File: config.mk
export PLATFORM = sky130hd
export DESIGN_NAME = pc_fetch_seq
export DESIGN_NICKNAME = d
export VERILOG_FILES = /design/src/rtl/pc_cu_pkg.sv /design/src/rtl/pc_intr_arb.sv /design/src/rtl/pc_fetch_seq.sv
export SDC_FILE = /design/constraint.sdc
export NUM_CORES = 1
export LEC_CHECK = 0
export CORE_MARGIN = 4
export CORE_UTILIZATION = 37
export CTS_CLUSTER_DIAMETER = 30
export DETAILED_ROUTE_END_ITERATION = 10
export PLACE_DENSITY = 0.72
export SLEW_MARGIN = 20
export SYNTH_ARGS = -nofsm -noshare
export SYNTH_HDL_FRONTEND = slang
export SYNTH_SLANG_ARGS = --single-unit
File: constraint.sdc
create_clock -name clk -period 1.4 [get_ports clk]
set_input_delay 0.21 -clock clk [delete_from_list [all_inputs] [get_ports clk]]
set_output_delay 0.21 -clock clk [all_outputs]
set_load 0.1 [all_outputs]
File: src/rtl/pc_cu_pkg.sv
// Shared definitions for the PC fetch/sequencing control unit:
// FSM states, opcode values, pc_src encodings and addr_src bases.
package pc_cu_pkg;

  typedef enum logic [1:0] {
    ST_RESET  = 2'd0,
    ST_FETCH  = 2'd1,
    ST_FETCHX = 2'd2,
    ST_DONE   = 2'd3
  } pc_state_t;

  localparam logic [3:0] OP_BRANCH = 4'd9;
  localparam logic [3:0] OP_LOOP   = 4'd10;
  localparam logic [3:0] OP_JMP    = 4'd11;

  localparam logic [1:0] PCSRC_RB_EX = 2'b00;
  localparam logic [1:0] PCSRC_VEC   = 2'b01;
  localparam logic [1:0] PCSRC_RB_D  = 2'b10;
  localparam logic [1:0] PCSRC_DATA  = 2'b11;

  localparam int ADDR_FETCH     = 0;
  localparam int ADDR_RESET     = 1;
  localparam int ADDR_INTR_BASE = 2;

endpackage

File: src/rtl/pc_intr_arb.sv
// Interrupt pending register with lowest-index-first selection.
// A request arriving in the same cycle as its own acknowledge stays pending.
module pc_intr_arb
  import pc_cu_pkg::*;
#(
  parameter int NUM_VEC = 4,
  parameter int VEC_W   = 3
) (
  input  logic               clk,
  input  logic               reset,
  input  logic [NUM_VEC-1:0] i_req,
  input  logic               i_en,
  input  logic               i_take,
  output logic               o_any,
  output logic [VEC_W-1:0]   o_idx,
  output logic [NUM_VEC-1:0] o_ack
);

  logic [NUM_VEC-1:0] r_pend;
  logic [NUM_VEC-1:0] w_grant;
  logic               w_found;

  always_comb begin
    w_grant = '0;
    o_idx   = '0;
    w_found = 1'b0;
    for (int i = 0; i < NUM_VEC; i++) begin
      if (!w_found && r_pend[i]) begin
        w_grant[i] = 1'b1;
        o_idx      = VEC_W'(i);
        w_found    = 1'b1;
      end
    end
  end

  assign o_any = |r_pend;
  assign o_ack = (i_take && i_en) ? w_grant : '0;

  always_ff @(posedge clk) begin
    if (reset) r_pend <= '0;
    else       r_pend <= (r_pend & ~o_ack) | i_req;
  end

endmodule

File: src/rtl/pc_fetch_seq.sv
// PC fetch sequencer: walks multi-byte instruction fetch, then picks the
// next-PC source (interrupt vector, branch, loop, jump/call/return) at DONE.
module pc_fetch_seq
  import pc_cu_pkg::*;
#(
  parameter  int MAX_BYTES = 3,
  parameter  int NUM_VEC   = 4,
  localparam int LEN_W     = $clog2(MAX_BYTES + 1),
  localparam int IDX_W     = (MAX_BYTES > 1) ? $clog2(MAX_BYTES) : 1,
  localparam int VEC_W     = $clog2(NUM_VEC + 2)
) (
  input  logic               clk,
  input  logic               reset,
  input  logic [3:0]         opcode,
  input  logic [1:0]         brx,
  input  logic [3:0]         flags,
  input  logic [LEN_W-1:0]   instr_bytes,
  input  logic               mem_ready,
  input  logic               stall,
  input  logic [NUM_VEC-1:0] intr_req,
  input  logic               intr_en,
  output logic               pc_en,
  output logic               pc_load,
  output logic [1:0]         pc_src,
  output logic [VEC_W-1:0]   addr_src,
  output logic               fetch_req,
  output logic [IDX_W-1:0]   byte_idx,
  output logic               instr_done,
  output logic [NUM_VEC-1:0] intr_ack
);

  pc_state_t        r_state, w_next;
  logic [IDX_W-1:0] r_byte_idx;
  logic [LEN_W-1:0] r_len;
  logic             r_pc_loaded;
  logic             w_accept;
  logic             w_last;
  logic [LEN_W-1:0] w_len;
  logic             w_pend_any;
  logic             w_intr_go;
  logic [VEC_W-1:0] w_vec_idx;

  function automatic logic [LEN_W-1:0] clamp_len(input logic [LEN_W-1:0] b);
    if (b == '0)                          return LEN_W'(1);
    else if (b > LEN_W'(MAX_BYTES))       return LEN_W'(MAX_BYTES);
    else                                  return b;
  endfunction

  assign w_accept  = mem_ready && !stall;
  assign w_len     = clamp_len(instr_bytes);
  assign w_last    = (LEN_W'(r_byte_idx) == (r_len - LEN_W'(1)));
  assign w_intr_go = intr_en && w_pend_any;

  pc_intr_arb #(
    .NUM_VEC (NUM_VEC),
    .VEC_W   (VEC_W)
  ) u_arb (
    .clk    (clk),
    .reset  (reset),
    .i_req  (intr_req),
    .i_en   (intr_en),
    .i_take (r_state == ST_DONE),
    .o_any  (w_pend_any),
    .o_idx  (w_vec_idx),
    .o_ack  (intr_ack)
  );

  always_ff @(posedge clk) begin
    if (reset) r_state <= ST_RESET;
    else       r_state <= w_next;
  end

  always_comb begin
    w_next = r_state;
    case (r_state)
      ST_RESET:  w_next = ST_FETCH;
      ST_FETCH:  if (w_accept) w_next = (w_len == LEN_W'(1)) ? ST_DONE : ST_FETCHX;
      ST_FETCHX: if (w_accept && w_last) w_next = ST_DONE;
      ST_DONE:   w_next = ST_FETCH;
      default:   w_next = ST_RESET;
    endcase
  end

  always_comb begin
    pc_en      = 1'b0;
    pc_load    = 1'b0;
    pc_src     = PCSRC_RB_EX;
    addr_src   = VEC_W'(ADDR_FETCH);
    fetch_req  = 1'b0;
    byte_idx   = '0;
    instr_done = 1'b0;
    case (r_state)
      ST_RESET: begin
        pc_en    = 1'b1;
        pc_load  = 1'b1;
        pc_src   = PCSRC_VEC;
        addr_src = VEC_W'(ADDR_RESET);
      end
      // After a load the PC already points at the first byte, so skip the increment.
      ST_FETCH: begin
        fetch_req = 1'b1;
        pc_en     = w_accept && !r_pc_loaded;
      end
      ST_FETCHX: begin
        fetch_req = 1'b1;
        byte_idx  = r_byte_idx;
        pc_en     = w_accept;
      end
      ST_DONE: begin
        instr_done = 1'b1;
        if (w_intr_go) begin
          pc_en    = 1'b1;
          pc_load  = 1'b1;
          pc_src   = PCSRC_VEC;
          addr_src = VEC_W'(ADDR_INTR_BASE) + w_vec_idx;
        end else if (opcode == OP_BRANCH && flags[brx]) begin
          pc_en   = 1'b1;
          pc_load = 1'b1;
          pc_src  = PCSRC_RB_EX;
        end else if (opcode == OP_LOOP && !flags[0]) begin
          pc_en   = 1'b1;
          pc_load = 1'b1;
          pc_src  = PCSRC_RB_EX;
        end else if (opcode == OP_JMP) begin
          pc_en   = 1'b1;
          pc_load = 1'b1;
          pc_src  = brx[1] ? PCSRC_DATA : PCSRC_RB_D;
        end
      end
      default: ;
    endcase
  end

  always_ff @(posedge clk) begin
    if (reset) begin
      r_byte_idx  <= '0;
      r_len       <= LEN_W'(1);
      r_pc_loaded <= 1'b1;
    end else begin
      case (r_state)
        ST_RESET: r_pc_loaded <= 1'b1;
        ST_FETCH: if (w_accept) begin
          r_pc_loaded <= 1'b0;
          r_len       <= w_len;
          r_byte_idx  <= IDX_W'(1);
        end
        ST_FETCHX: if (w_accept) r_byte_idx <= r_byte_idx + IDX_W'(1);
        ST_DONE: begin
          r_pc_loaded <= pc_load;
          r_byte_idx  <= '0;
        end
        default: ;
      endcase
    end
  end

endmodule

==> reports/qor.json, run 1 <==
{
  "status": "stopped before the end",
  "synth_compound_gate_area_share": 0.2370,
  "detail_placement_hpwl_mm": 2.403,
  "post_synthesis_share_of_cell_area_spent_on_full_adders_half_adders_and_majority_gates": 0.1043,
  "postSynthRegisterBits": 11,
  "post_synth_instance_area_sq_um": 839.6,
  "synth_mux_area_frac": 0.03875,
  "grt_repair_worst_endpoint": "pc_load",
  "design.portCount": 36,
  "postSynthCellCount": 101,
  "ys.flop_type": "dfxtp_1",
  "synth-edff-count": 0,
  "cts.htree.levels": 1,
  "clockRootBuffer": "clkbuf_4",
  "netlist.area_leader.share": 0.2623,
  "placementRows": 16,
  "synth_sequential_area_ratio": 0.2623,
  "synth_top_area_cell": "dfxtp_1",
  "synth.area.top_cells": "dfxtp_1 26%, ha_1 10%, a21oi_1 8.9%",
  "clock_tree.buffer_depth": 2,
  "mappedNetlistNets": 129,
  "dominant_combinational_cell_family_by_area_after_synthesis": "simple AND/OR/NAND/NOR gates",
  "worst-endpoint-pin-kind": "top-level output",
  "initial_utilization": 0.4072,
  "first_error": "[ERROR DPL-0038] Utilization greater than 100%, impossible to legalize",
  "clock-sinks": 11,
  "die_y_extent_microns": 55.64,
  "yosysMostFrequentCell": "a21oi_1",
  "count_of_buffers_inserted_at_the_top_level_ports": 35,
  "grt_max_degree": 8,
  "avgSynthCellArea_sq_um": 8.312,
  "yosys_warns": 0,
  "synthArstFlopShare": 0,
  "synthTopCellsByCount": "15 x a21oi_1, 11 x dfxtp_1, 7 x ha_1, 7 x inv_1, 7 x nor2_1",
  "die-width_microns": 55.64,
  "cts-buffers-inserted": 3,
  "unique_cell_type_count_in_the_yosys_netlist": 40,
  "cts-hold-fix-buffers": 0,
  "flow.stopped_at": "5_1_grt",
  "synthSimpleGateAreaFrac": 0.3010,
  "xor_xnor_share_of_the_synthesized_area": 0.01043,
  "place_congestion": 0.8235
}
[through the flow]
| stage | hold slack (ns) | util | cell area (sq um) | setup WS [ns] | cells |
|---|---|---|---|---|---|
| after detailed placement | 0.4854 | 0.8386 | 1729 | -0.7115 | 189 |
| after CTS | 0.5002 | 0.9478 | 1954 | -0.6219 | 203 |
| after floorplan | 0.3274 | - | 1017 | -1.044 | 101 |
| after global placement | 0.4579 | 0.8386 | 1729 | -0.6684 | 189 |
[what timing repair did]
item / 4_1_cts
endpoints found under the setup margin: 21
buffers inserted: 11
gates resized for setup: 31
pin swaps: 18
[logic make-up after synthesis]
| group | Yosys count |
|---|---|
| AO/OA/AOI/OAI | 30 |
| XOR/XNOR | 1 |
| adder cells (fa/ha/maj) | 7 |
| buffers and inverters | 10 |
| flip-flops | 11 |
| multiplexers | 2 |
| AND/OR/NAND/NOR | 40 |
==> inputs of run 2 (changes only) <==
Settings changed: CORE_AREA set to 4 4 65 67, CORE_MARGIN 4 to not set, CORE_UTILIZATION 37 to not set, CTS_CLUSTER_DIAMETER 30 to not set, DIE_AREA set to 0 0 69 71, PLACE_DENSITY 0.72 to not set, PLACE_DENSITY_LB_ADDON set to 0.15.
Clock period 1.4 ns to 1.8 ns, I/O delays scaled along.
==> run 2 against run 1 <==
Synthesized cell count stayed put. The flow now finishes, with violations (setup timing). Synthesized area unchanged.
==> reports/qor.json, run 2 <==
{
  "worst-endpoint-arrival_ns": 1.76,
  "critical-path-top-delay-family": "compound AO/OA/AOI/OAI gates",
  "worst_setup_path_start_kind": "flip-flop",
  "path_clk_slew_ns": 0.05,
  "worstPathCellList": "o41a_1, a31o_1, a21oi_2, buf_4, a21oi_4, buf_12",
  "clockRootBuffer": "clkbuf_8",
  "setup_violations": 6,
  "grt_setup_unrepaired": "yes",
  "ys.flop_type": "dfxtp_1",
  "swShare": 0.5232,
  "hold-worst-slack_ns": 0.4653,
  "p_leak_uw": 0.0006983,
  "portion_of_the_clock_cycle_consumed_by_the_worst_path_in_the_final_layout": 1.129,
  "postSynthCellCount": {"value": 101, "change": "unchanged"},
  "initial_utilization": {"value": 0.2311, "change": "-0.1761"},
  "design.portCount": {"value": 36, "change": "unchanged"},
  "post_synth_instance_area": {"value": 839.6, "unit": "sq um", "change": "unchanged"},
  "power_per_cell_area_nw_per_um2": 1616,
  "critical-path-max-stage-delay_ns": 0.48,
  "via_per_instance_ratio": 4.510,
  "synth-edff-count": {"value": 0, "change": "unchanged"},
  "netlist.area_leader.share": {"value": 0.2623, "change": "unchanged"},
  "postSynthRegisterBits": {"value": 11, "change": "unchanged"},
  "critical_path.n_buffers_inverters": 2,
  "mostFrequentLayoutCells": "21 x buf_4, 15 x buf_12, 14 x clkdlybuf4s50_1, 10 x a21oi_1, 9 x dfxtp_1",
  "final_core_utilization": 0.4811,
  "synth_top_area_cell": "dfxtp_1",
  "period_needed_ns": 2.032,
  "mappedNetlistNets": {"value": 129, "change": "unchanged"},
  "status": "complete, but fails checks",
  "layout.cells.non_filler": 206,
  "num-nets-final": 187,
  "maxSlewViolCount": 0,
  "design.core.area_sq_um": 3633,
  "clock-sinks": {"value": 11, "change": "unchanged"},
  "count_of_buffers_inserted_at_the_top_level_ports": {"value": 35, "change": "unchanged"},
  "vias": 929,
  "fin_tns_setup_ns": -0.9046,
  "diodes_inserted": 0,
  "power_switching_uw": 1478,
  "grt_pass1_wl_mm": 4.278,
  "clock_insertion_delay_worst_skew_ns": 0.24,
  "cts_tree": "done",
  "worst_slack_at_placement": {"value": -0.4437, "unit": "ns", "change": "+0.2678 ns"},
  "largest_register_ffs": 4,
  "dpl.cell_count": {"value": 200, "change": "+5.8%"},
  "post_route_cells_drive_above_1_share": 0.4177,
  "n_fill_cell": 354,
  "fmax_mhz": 492.1,
  "critical_path.endpoint_type": "output port",
  "floorplan.die_area_sq_um": 4899,
  "synthArstFlopShare": {"value": 0, "change": "unchanged"},
  "crit_fanout": 4,
  "peakVddDrop_uv": 1376,
  "grt_util_all_layers": 0.1047,
  "die-width": {"value": 69, "unit": "microns", "change": "+24%"},
  "synth.area.top_cells": "dfxtp_1 26%, ha_1 10%, a21oi_1 8.9%",
  "detail_route.wl_per_cell_microns": 12.17,
  "avgSynthCellArea": {"value": 8.312, "unit": "sq um", "change": "unchanged"},
  "worst-slew-pin-transition_ns": 0.4700,
  "slew_headroom": 0.6857,
  "place_congestion": {"value": 0.7648, "change": "-7.1%"},
  "comb_power_share": 0.785,
  "placementRows": {"value": 22, "change": "+6"},
  "fin_worst_skew_ns": 0.005133,
  "unique_cell_type_count_in_the_yosys_netlist": {"value": 40, "change": "unchanged"},
  "worst_path_max_delay_cell": "o41a_1",
  "clock_tree.buffer_depth": {"value": 2, "change": "unchanged"},
  "yosysMostFrequentCell": "a21oi_1",
  "violations": "setup timing",
  "final_common_cell": "buf_4",
  "detail_placement_hpwl": {"value": 2.104, "unit": "mm", "change": "-12%"},
  "grt_antenna_before_repair": 0,
  "worstPathRequired_ns": 1.53,
  "holdCritPathClass": "reg -> reg",
  "criticalPathCategory": "reg -> out",
  "timing.reg2reg.setup_slack_ns": 0.20,
  "yosys_warns": {"value": 0, "change": "unchanged"},
  "grt_max_degree": 13,
  "pwr-share-clk": 0.086,
  "drv_cap": 0,
  "layout-area-overhead-vs-synth_pct": 108.2,
  "final_critical_path_setup_slack_ns": -0.2320,
  "drt_pass1_iterations": 4,
  "final-hold-violation-count": 0,
  "biggest_register": "u_arb.r_pend",
  "detail_route.iter0.violations": 25,
  "antenna_violating_nets_post_route": 0,
  "cts.htree.levels": {"value": 1, "change": "unchanged"},
  "cts-buffers-inserted": {"value": 3, "change": "unchanged"},
  "die_y_extent": {"value": 71, "unit": "microns", "change": "+28%"},
  "pwr-share-seq": 0.129,
  "global_route.overflow_total": 0,
  "synth_sequential_area_ratio": {"value": 0.2623, "change": "unchanged"},
  "detail_route.drc_violations": 0,
  "vias_in_the_first_global_route": 916,
  "intPower_uw": 1346,
  "detail_route.wirelength_mm": 2.506,
  "synthTopCellsByCount": "15 x a21oi_1, 11 x dfxtp_1, 7 x ha_1, 7 x inv_1, 7 x nor2_1"
}
-- run 2: logic make-up (layout without fill, tap and decap cells) --
kind of cell | count (synthesis) | after routing | share of synthesized area
flip-flops | 11 | 11 | 0.2623
AO/OA/AOI/OAI | 30 | 30 | 0.2370
adder cells (fa/ha/maj) | 7 | 7 | 0.1043
buffers and inverters | 10 | 67 | 0.04620
AND/OR/NAND/NOR | 40 | 40 | 0.3011
XOR/XNOR | 1 | 1 | 0.01043
multiplexers | 2 | 2 | 0.03875
-- run 2: path summary, 6_finish.rpt --
check	start	endpoint	depth (start not counted)
max	u_arb.r_pend[0]$_SDFF_PP0_	pc_load	6
min	r_len[1]$_SDFFE_PP0P_	r_len[1]$_SDFFE_PP0P_	2
max reg2reg	u_arb.r_pend[0]$_SDFF_PP0_	r_pc_loaded$_SDFFE_PP1P_	5
min reg2reg	r_len[1]$_SDFFE_PP0P_	r_len[1]$_SDFFE_PP0P_	2
-- run 2: what timing repair did --
item | in CTS | in global routing
hold buffers | 0 | 0
endpoints found under the setup margin | 8 | 10
gates resized for setup | 10 | 2
gates cloned | 0 | 0
setup buffers | 0 | 2
pin swaps | 7 | 3
-- run 2: metal layers --
| metal | track usage | share of wire |
|---|---|---|
| met5 | 0 | 0 |
| met2 | 0.1833 | 0.51 |
| met4 | 0.02169 | 0.0080 |
| met1 | 0.1234 | 0.43 |
| met3 | 0.03693 | 0.053 |
-- run 2: worst reg2reg max path: stages (launching register included) --
cell,delay (ns)
dfxtp_1,0.30
o41a_1,0.48
a31o_1,0.24
buf_4,0.14
nor4b_2,0.24
o21ai_1,0.08
-- run 2: power groups by stage --
stage / registers [uW] / clock network, uW / logic, uW
6_report: 366 / 242 / 2220
3_5_place_dp: 372 / 0 / 2160
4_1_cts: 368 / 255 / 2170
2_1_floorplan: 363 / 0 / 1470
3_3_place_gp: 369 / 0 / 2150
5_1_grt: 375 / 265 / 2320
-- run 2: through the flow --
stage	area (sq um)	power, uW
floorplan	996.0	1838
global placement	1670	2518
detailed placement	1670	2531
CTS	1727	2795
global route	1748	2959
finish	1748	2824
-- run 2: area by class of cell --
| class | count | area, sq um | share of cell area |
|---|---|---|---|
| clock buffer | 4 | 45.04 | 0.02577 |
| inverter | 7 | 26.28 | 0.01503 |
| sequential | 11 | 227.7 | 0.1303 |
| tap | 48 | 60.06 | 0.03436 |
| multi-input combinational | 80 | 738.2 | 0.4223 |
| timing repair buffer | 56 | 650.6 | 0.3722 |
(Power assumes the default switching activity.)
